===== src/rtl/ram_dual_be.sv =====
// ram_dual_be
// Single-clock simple dual-port synchronous RAM. It has per-lane write byte
// enables, a selectable same-address read-during-write behaviour, an optional
// output pipeline register, a read-valid strobe and an optional zero-fill of
// the whole array after reset.
//
// Ports:
//   clk        clock; all logic on the rising edge
//   rst_n      asynchronous active-low reset
//   wen        write request
//   waddr      write address
//   wdata      write data
//   wbe        write lane enables; bit i covers wdata[i*SYM_WIDTH +: SYM_WIDTH]
//   ren        read request
//   raddr      read address
//   rdata      read data; holds its last value when rvalid is low
//   rvalid     one pulse per accepted read, aligned with its rdata
//   init_busy  zero-fill in progress; wen/ren are ignored while high
module ram_dual_be #(
  parameter int D_WIDTH    = 16,
  parameter int A_WIDTH    = 5,
  parameter int SYM_WIDTH  = 8,
  parameter int RDW_MODE   = 0,
  parameter int OUT_REG    = 0,
  parameter int INIT_CLEAR = 1
) (
  input  logic                           clk,
  input  logic                           rst_n,
  input  logic                           wen,
  input  logic [A_WIDTH-1:0]             waddr,
  input  logic [D_WIDTH-1:0]             wdata,
  input  logic [D_WIDTH/SYM_WIDTH-1:0]   wbe,
  input  logic                           ren,
  input  logic [A_WIDTH-1:0]             raddr,
  output logic [D_WIDTH-1:0]             rdata,
  output logic                           rvalid,
  output logic                           init_busy
);

  localparam int N_SYM = D_WIDTH / SYM_WIDTH;
  localparam int DEPTH = 2 ** A_WIDTH;
  localparam logic [A_WIDTH-1:0] LAST_ADDR = A_WIDTH'(DEPTH - 1);

  // Lanes must tile the data word exactly, otherwise wbe cannot describe it.
  if ((D_WIDTH % SYM_WIDTH) != 0) begin : g_bad_width
    $error("ram_dual_be: D_WIDTH must be an integer multiple of SYM_WIDTH");
  end

  typedef enum logic {
    S_CLEAR,
    S_RUN
  } state_t;

  state_t               state;
  state_t               state_next;
  logic [A_WIDTH-1:0]   cnt;
  logic [A_WIDTH-1:0]   cnt_next;

  logic [D_WIDTH-1:0]   mem [DEPTH];

  logic                 wr_acc;
  logic                 rd_acc;
  logic [D_WIDTH-1:0]   wr_merged;
  logic [D_WIDTH-1:0]   rd_word;

  logic [D_WIDTH-1:0]   s1_data;
  logic                 s1_valid;

  assign init_busy = (state == S_CLEAR);
  assign wr_acc    = wen & ~init_busy;
  assign rd_acc    = ren & ~init_busy;

  // State register and fill counter. Reset restarts the fill from address 0
  // when zero-fill is enabled, otherwise the RAM is usable straight away.
  always_ff @(posedge clk or negedge rst_n) begin
    if (!rst_n) begin
      state <= (INIT_CLEAR != 0) ? S_CLEAR : S_RUN;
      cnt   <= '0;
    end else begin
      state <= state_next;
      cnt   <= cnt_next;
    end
  end

  // Next-state logic. The terminal compare is made on the last address so the
  // counter can stay A_WIDTH bits wide and never wraps into a second fill.
  always_comb begin
    state_next = state;
    cnt_next   = cnt;
    case (state)
      S_CLEAR: begin
        cnt_next = cnt + 1'b1;
        if (cnt == LAST_ADDR) begin
          state_next = S_RUN;
          cnt_next   = '0;
        end
      end
      S_RUN: begin
        state_next = S_RUN;
      end
      default: begin
        state_next = S_RUN;
        cnt_next   = '0;
      end
    endcase
  end

  // The word that ram[waddr] becomes after this write: enabled lanes come
  // from wdata, the rest keep their stored value.
  always_comb begin
    wr_merged = mem[waddr];
    for (int i = 0; i < N_SYM; i++) begin
      if (wbe[i]) begin
        wr_merged[i*SYM_WIDTH +: SYM_WIDTH] = wdata[i*SYM_WIDTH +: SYM_WIDTH];
      end
    end
  end

  // Read source. In new-data mode a same-address write forwards the merged
  // word, which already holds stored data in the disabled lanes.
  always_comb begin
    rd_word = mem[raddr];
    if ((RDW_MODE != 0) && wr_acc && (waddr == raddr)) begin
      rd_word = wr_merged;
    end
  end

  // Memory array. It is never reset; the fill sequence zeroes it one word per
  // cycle and user writes are locked out until the fill has finished.
  always_ff @(posedge clk) begin
    if (init_busy) begin
      mem[cnt] <= '0;
    end else if (wr_acc) begin
      mem[waddr] <= wr_merged;
    end
  end

  // First read stage. Data only moves on an accepted read so that rdata holds
  // the last result between reads.
  always_ff @(posedge clk or negedge rst_n) begin
    if (!rst_n) begin
      s1_valid <= 1'b0;
      s1_data  <= '0;
    end else begin
      s1_valid <= rd_acc;
      if (rd_acc) begin
        s1_data <= rd_word;
      end
    end
  end

  if (OUT_REG != 0) begin : g_out_reg
    logic [D_WIDTH-1:0] s2_data;
    logic               s2_valid;

    // Optional output register adding one cycle of read latency; it follows
    // the same hold-on-idle rule as the first stage.
    always_ff @(posedge clk or negedge rst_n) begin
      if (!rst_n) begin
        s2_valid <= 1'b0;
        s2_data  <= '0;
      end else begin
        s2_valid <= s1_valid;
        if (s1_valid) begin
          s2_data <= s1_data;
        end
      end
    end

    assign rdata  = s2_data;
    assign rvalid = s2_valid;
  end else begin : g_no_out_reg
    assign rdata  = s1_data;
    assign rvalid = s1_valid;
  end

endmodule


===== config.mk =====
export PLATFORM = sky130hd
export DESIGN_NAME = ram_dual_be
export DESIGN_NICKNAME = d
export VERILOG_FILES = /design/src/rtl/ram_dual_be.sv
export SDC_FILE = /design/constraint.sdc
export NUM_CORES = 1
export LEC_CHECK = 0
export CORE_UTILIZATION = 40
export CTS_CLUSTER_SIZE = 30
export DETAILED_ROUTE_END_ITERATION = 10
export PLACE_DENSITY = 0.55
export SYNTH_ARGS = -nofsm -noshare
export SYNTH_HDL_FRONTEND = slang
export SYNTH_SLANG_ARGS = --single-unit

===== constraint.sdc =====
create_clock -name clk -period 2.8 [get_ports clk]
set_input_delay 0.56 -clock clk [delete_from_list [all_inputs] [get_ports clk]]
set_output_delay 0.56 -clock clk [all_outputs]
set_load 0.02 [all_outputs]

* Word-level counts from Yosys, hierarchy flattened
Memories as Yosys holds them, arrays and structs flattened. A register that Yosys moved wholly into a read port is not among the register bits.
Cells that the tools add are included.
** Storage, ports and cells
- Memory bits (writable) :: 512
- Word-level logic and storage cells :: 27
- Input bits :: 32
- Register bits after elaboration :: 7
- Memories kept :: 1
** Operators by class
- Add/subtract/negate cells :: 1
- Bitwise logic cells :: 3
- Muxes and demuxes :: 12
- Equal/unequal tests :: 3
- Reduce and logical (&&, ||, !) cells :: 4
** Memory list
- mem :: words 32, bits a word 16, rd ports 1, clocked after Yosys merged registers in 1, write ports 1, RTL line 59 : logic [D_WIDTH-1:0] mem [DEPTH];
** Operators with widths (count)
- 16-bit 2-to-1 mux :: 1
- 8-bit 2-to-1 mux :: 2
- 16-bit OR reduction :: 1
- 5-bit 2-to-1 mux :: 2
- 5-bit by 1-bit adder with 5-bit output, second input constant :: 1
- 5-bit equality test, second input constant :: 1
- 1-bit 2-to-1 mux :: 5
- 2-bit AND reduction :: 2
- 1-bit bitwise AND :: 2
- 2-bit 2-to-1 mux :: 1
- 1-bit != test, second input constant :: 2
- 1-bit case mux with 2 select lines :: 1
- 1-bit logical NOT :: 1
- 1-bit inverter :: 1

* Logic depth before layout (Yosys ltp)
- Depth after elaboration :: 7
- Depth in mapped cells :: 8
- Gate-level depth less buffers :: 6

* Least setup slack after synthesis
OpenSTA, ideal clock, no wires.
- Path type :: input-to-reg
- Start point :: input port wbe[0]
- End point :: memory mem[0][0] (enable)
- Data required time :: 2430 ps
- Setup slack :: 497 ps
- Cell stages on the path :: 6
- Arrival :: 1933 ps
- Buffers on the path :: 2
- Cell sequence :: o211a_1 > buf_2 > clkbuf_1 > o31ai_1 > nand2_1 > nor2_1
** Between the ends
- Word-level cells in the longest chain between the ends :: 4
- Elaborated cells between the ends (all ways) :: 5
** Ends and longest elaborated chain
- start, declared :: RTL line 32 : input logic [D_WIDTH/SYM_WIDTH-1:0] wbe,
- 1-bit != test (no source line) (*)
- 2-bit AND reduction (no source line) (*)
- 16-bit OR reduction (no source line)
- 5-bit 2-to-1 mux (no source line) / 2-bit 2-to-1 mux (equally long branches)
- end, declared :: RTL line 59
Every way passes the cells marked *; elsewhere a longest branch is shown, timed or not.

* Final worst setup path
- Start point :: register state
- End point :: output port init_busy
** Between the ends
- Word-level cells in the longest chain between the ends :: 1
** Ends and longest elaborated chain
- start, declared :: RTL line 54 : state_t state;
- start signal, assigned :: RTL line 77 : state <= (INIT_CLEAR != 0) ? S_CLEAR : S_RUN;
- start signal, assigned :: RTL line 80 : state <= state_next;
- 1-bit inverter
- end, declared :: RTL line 37 : output logic init_busy
No other way between the ends.

==> impl_metrics.yaml <==
cells_and_area:
  layout-drive-gt1-share_pct: 20.2
  syn_to_final_growth_pct: 20.6
  num-nets-final: 1461
  finish.cell_count_without_fillers: 2157
  antenna_cells: 0
synth:
  yosys.cell_count.top_type: "edfxtp_1"
  mean_area_per_synthesized_cell_um2: 17.6
  ys_top_cells_by_count: "512 x edfxtp_1, 258 x mux2i_1, 67 x nor2_1, 64 x a22oi_1, 39 x nand2_1"
  synth_cell_types: 35
  async_flop_share_pct: 4.30
  synth_sequential_area_ratio_pct: 74.3
  synthTopCellsByArea: "edfxtp_1 72%, mux2i_1 12%, dfrtp_1 2.7%"
  syn-instance-count: 1218
  count_of_flip_flops_with_a_built_in_enable_after_synthesis: 512
  postSynthNetCount: 1252
  yosys_warnings: 0
  ys_seq_elements: 535
  post_synth_instance_area_um2: 21500
  ys.flop_type: "edfxtp_1"
  synth.largest_area_cell: "edfxtp_1"
  synthDominantCellAreaShare_pct: 71.6
drt:
  viasPerCell: 5.32
  detail_route.first_pass.iterations: 7
  detail-route-antenna-nets: 0
  remaining_drc_errors: 0
  route.detailed.wl_per_inst_um: 23.6
  initialDrtViolationCount: 855
  routed-via-count: 11466
  wl_mm: 50.9
worst_setup_path:
  setup.worst_path.class: "register to output pin"
  rr_startpoint: "state$_DFF_PN0_"
  timing.reg2reg.setup_slack_ns: 0.59
  cp-end-kind: "output pin"
  timing.critical_path.buf_inv: 3
  critical_path_peak_fanout: 13
  reg2reg_depth: 7
  worstSetupPathDepth: 3
  cpMaxStageDelayCell: "clkdlybuf4s50_1"
  critical-path-top-delay-family: "buffers and inverters"
  timing.critical_path.arrival_ns: 1.86
  timing.critical_path.slowest_cell_delay_ns: 0.61
  worstPathRequired_ns: 2.24
  crit_path_cells: "buf_4, inv_1, clkdlybuf4s50_1"
  start_kind: "register"
  worst_setup_path_startpoint: "state$_DFF_PN0_"
clock_tree:
  cts_num_sinks: 535
  postCtsHoldBufs: 0
  tritoncts_clock_tree: "done"
  clk_root_buffer_cell: "clkbuf_16"
  clk_latency_ns: 0.60
  clock_path_buffers: 3
  h-tree-depth: 2
  postCtsResizedCells: 0
  numCtsBuffers: 53
  path_clk_slew_ns: 0.06
  cts_setup_buffers: 0
global_routing:
  grt_usage_pct: 18.9
  antenna_violations_before_repair: 1
  total_grt_overflow: 0
  vias_in_the_first_global_route: 11730
  wire_length_of_the_first_global_routing_pass_mm: 75.1
  grt_start_max_net_pins: 40
floorplanning:
  design.core.area_um2: 52800
  fp-row-count: 84
  die_w_um: 234
  area_of_the_die_um2: 54600
  floorplan.initialDensity_pct: 40.7
  ioPinCount: 50
  floorplan.die.height_um: 234
timing:
  fin_crit_sh_pct: 86.5
  max_slew.worst_pin.slew_ns: 0.638
  fmaxAchievable_ghz: 0.413
  worst_hold_slack_ns: 0.380
  worst_clock_skew_ns: 0.0159
  final_setup_violation_count: 0
  final-max-slew-violation-count: 0
  grt_setup_unrepaired: "false"
  slew_headroom_pct: 57.0
  minimum_clock_period_after_layout_ns: 2.42
  hold_violations: 0
power:
  ir_drop_v: 0.000515
  leakagePower_nw: 10.1
  power_density_nw_per_um2: 663
status:
  run_status: "completed"
placed_design:
  dp.cells: 2060
  io_buffers: 49
  dp.final_hpwl_mm: 32.5
  gp_weighted_congestion: 0.782
run:
  max_cap_violations: 0
min_path:
  min_delay_worst_type: "input pin to async pin"
final cells by class:
cell class / count / area, µm²
Clock buffer: 73 / 1480
Tap cell: 688 / 861
Timing Repair Buffer: 224 / 2300
Multi-Input combinational cell: 610 / 5020
Clock inverter: 24 / 270
Fill cell: 4443 / 26900
Inverter: 3 / 11.3
Sequential cell: 535 / 16000
layout by cell type (no fill, tap or decap), types with 6 or more instances in the layout:
master,n
a221oi_2,16
clkbuf_16,53
bufinv_16,6
mux2i_1,258
a21oi_1,33
o41ai_2,16
a22o_1,32
edfxtp_1,512
nor2_1,66
nand2_1,39
clkdlybuf4s50_1,48
clkbuf_8,8
and2_1,16
buf_12,39
a22oi_1,64
buf_4,136
a221oi_1,16
clkbuf_1,12
o22ai_1,18
o21ai_0,9
clkinv_2,11
dfrtp_1,23
through the flow:
| stage | total power [W] | cell area [µm²] | TNS [ns] | utilization (%) | setup WS, ns |
|---|---|---|---|---|---|
| after floorplan | 0.00963 | 21500 | 0 | - | 0.497 |
| final | 0.0172 | 25900 | 0 | 49.1 | 0.377 |
| after global placement | 0.0102 | 24100 | -0.284 | 45.8 | -0.0591 |
| after detailed placement | 0.0102 | 24100 | -1.14 | 45.8 | -0.0914 |
| after global routing | 0.0177 | 25900 | 0 | 49.1 | 0.300 |
| after CTS | 0.0173 | 25900 | 0 | 49.1 | 0.344 |
worst paths after layout:
path                                   endpoint
hold / removal             rdata[6]$_DFFE_PN0P_
min in group clk           rdata[4]$_DFFE_PN0P_
setup reg to reg           mem[5][10]$_DFFE_PP_
max in group asynchronous       state$_DFF_PN0_
hold reg to reg            rdata[4]$_DFFE_PN0P_
setup / recovery                      init_busy
registers in the layout, summed over array words and instances, names as in the netlist:
signal	flops
mem	512
rdata	16
cnt	5
rvalid	1
state	1
kinds of logic (layout without fill, tap and decap cells):
family	after synthesis	after routing	synth area share, %
AOI/OAI and AO/OA	206	206	8.11
adders and majority gates	2	2	0.117
DFF	535	535	74.3
muxes	262	262	12.2
and+or+nand+nor	140	140	2.83
buffers and inverters	73	324	2.41
power by group:
| part | internal [W] | switching [W] | total (W) |
|---|---|---|---|
| combinational | 0.000496 | 0.000682 | 0.00118 |
| clock | 0.00424 | 0.00293 | 0.00716 |
| sequential | 0.00880 | 0.0000329 | 0.00884 |
| total | 0.0135 | 0.00364 | 0.0172 |
layer usage:
metal	vias to the layer above	routed length [µm]	GRT usage [%]
met5	-	13	0
met4	2	956	4.38
met3	71	2110	3.42
met2	235	24900	31.7
met1	5854	22900	25.6
li1	5304	-	-
worst register-to-register path, cell delays in order, from the launching register on:
cell	delay, ns
dfrtp_1	0.34
buf_4	0.20
nand3_1	0.13
o21ai_0	0.53
nand2_1	0.21
buf_12	0.20
nor2_1	0.12
buf_4	0.19
No activity file was read; power rests on OpenSTA's default activity.
==> RTL edit (same settings) <==
Change the parameter `RDW_MODE` from 0 to 1.
--- a/src/rtl/ram_dual_be.sv
+++ b/src/rtl/ram_dual_be.sv
@@ -20,7 +20,7 @@
   parameter int D_WIDTH    = 16,
   parameter int A_WIDTH    = 5,
   parameter int SYM_WIDTH  = 8,
-  parameter int RDW_MODE   = 0,
+  parameter int RDW_MODE   = 1,
   parameter int OUT_REG    = 0,
   parameter int INIT_CLEAR = 1
 ) (
Check against the original RTL: no difference found for any inputs over 10 cycles, from zero or initial values and one cycle with rst_n low; that may be too few to reach the edited logic, so the function may still have changed.
==> RTL edit against the unedited design <==
Combinational power rose by 85%; first-iteration DRC count rose by 120%; highest routed layer is now met4; sequential cell count did not move; count of clock-buffer cells in the layout did not move; clock skew fell by 0.0034 ns; wire length rose by 64%; synthesized cell count rose by 40%; power rose by 7.3%; design area rose by 21%; area after synthesis rose by 21%; worst setup slack got worse by 0.11 ns; largest cell class unchanged; clock power rose by 0.6%.
==> RTL edit: results (changes against the unedited design) <==
stage;metric;value;unit;change
run_status;status;finished, final reports clean;;
pwr;Clk pwr share;0.391;;-0.026
cts;Clock Latency Late Sink;0.62;ns;+0.02 ns
layout;Buffers, non-clock;296;;+32%
place;pre-CTS WS;-0.196;ns;-0.104 ns
setup_path;Slowest Stage Delay on Critical Path;0.60;ns;
setup_path;Crit Reg-Reg Endpoint;mem[18][12];;
synthesis;post-synth cell types;56;;+60%
layout;Multi-Input Combinational;1044;;+71%
route;Detailed Route WL;83.4;mm;+64%
route;Remaining DRCs;0;;unchanged
timing;skew final;0.0125;ns;-0.00338 ns
route;Initial DRT Pass Iterations;5;;-2
grt;Global Route Usage Sum;0.253;;+0.0635
layout;Signal buf overhead;0.103;;+0.0146
route;post-DR wirelength/cell;29.5;um;+25%
layout;share of layout cells above drive strength 1;0.261;;+0.0593
synthesis;sequential element share of the synthesized area;0.616;;-0.127
route;DR vias;16960;;+48%
layout;multi-input gate share of total cell area;0.300;;+0.106
synthesis;top post-synthesis cells by area;edfxtp_1 59%, mux2i_1 12%, mux4_2 6.8%, a22oi_1 4.0%, mux2_2 2.3%;;
setup_path;CP max FO;25;;+12
layout;max reg flops;512;;unchanged
setup_path;Crit. Startpoint;waddr[2];;
place;number of placed cells counting well taps;2726;;+32%
grt;global-route wire length before repair;120;mm;+60%
cts;CTS HTree Levels;2;;unchanged
setup_path;CP max-delay cell;o31ai_1;;
layout;final net count;1973;;+35%
pwr;Max VDD drop;0.463;mV;-10%
pwr;seq pwr;9.05;mW;+2.4%
synthesis;syn_area_per_cell;15.1;sq um;-14%
setup_path;r2r setup slk;0.44;ns;-0.15 ns
timing;WHS;0.346;ns;-0.0333 ns
timing;period utilisation layout;0.905;;+0.0402
route;Initial DRC Count;1895;;+120%
place;GP Congestion;0.937;;+20%
timing;Max-slew headroom;0.512;;-0.0583
place;dpl cell area;0.0297;sq mm;+23%
setup_path;crit-path leading delay family;compound AO/OA/AOI/OAI gates;;
grt;largest net degree at the start of global routing;46;;+15%
layout;clkbuf count;73;;unchanged
pwr;Pint;14.0;mW;+3.2%
setup_path;Worst EP arrival;3.00;ns;+1.14 ns
setup_path;crit path to;mem[22][11];;
layout;clk tree area frac;0.0549;;-0.0128
pwr;clk pwr;7.20;mW;+0.6%
setup_path;reg2reg path depth;5;;-2
pwr;leakage power;11.2;nW;+11%
cts;Num CTS Buffers;57;;+7.5%
layout;fill count;5370;;+21%
place;DP HPWL;57.3;mm;+76%
die;Core Region;0.0635;sq mm;+20%
layout;Diodes inserted;0;;unchanged
layout;inverter count;5;;+2
layout;sequential cell area share;0.508;;-0.108
worst_hold_path;Hold WC Path Type;primary input to asynchronous set/reset pin;;
synthesis;Syn Nets;1745;;+39%
synthesis;most instantiated cells after synthesis;512 x edfxtp_1, 323 x mux2i_1, 139 x a22oi_1, 78 x mux4_2, 69 x nand3_1;;
==> RTL edit: cell types whose count changed in the layout (fill, tap and decap cells not counted), sizes merged, moves of 31 or more <==
cell   unedited run  this run
a22o             32         0
nor2b             2        33
a22oi            64       140
mux2              4        53
mux2i           258       323
nand3             4        69
buf             176       251
mux4              0        78
==> RTL edit: layer usage <==
metal,vias up,global-route usage,wire length (um)
li1,7401,-,-
met1,8720,0.353,35800
met2,691,0.405,38900
met3,148,0.0477,6420
met4,0,0.0663,2240
met5,-,0,0
==> RTL edit: cells by family after synthesis <==
| logic type | Yosys count | share of synthesized area |
|---|---|---|
| AO/OA/AOI/OAI | 290 | 0.0814 |
| XOR/XNOR | 5 | 0.00169 |
| AND/OR/NAND/NOR | 293 | 0.0564 |
| flip-flops | 535 | 0.616 |
| multiplexers | 454 | 0.216 |
| buffers and inverters | 132 | 0.0278 |
| adder cells (fa/ha/maj) | 2 | 0.000966 |
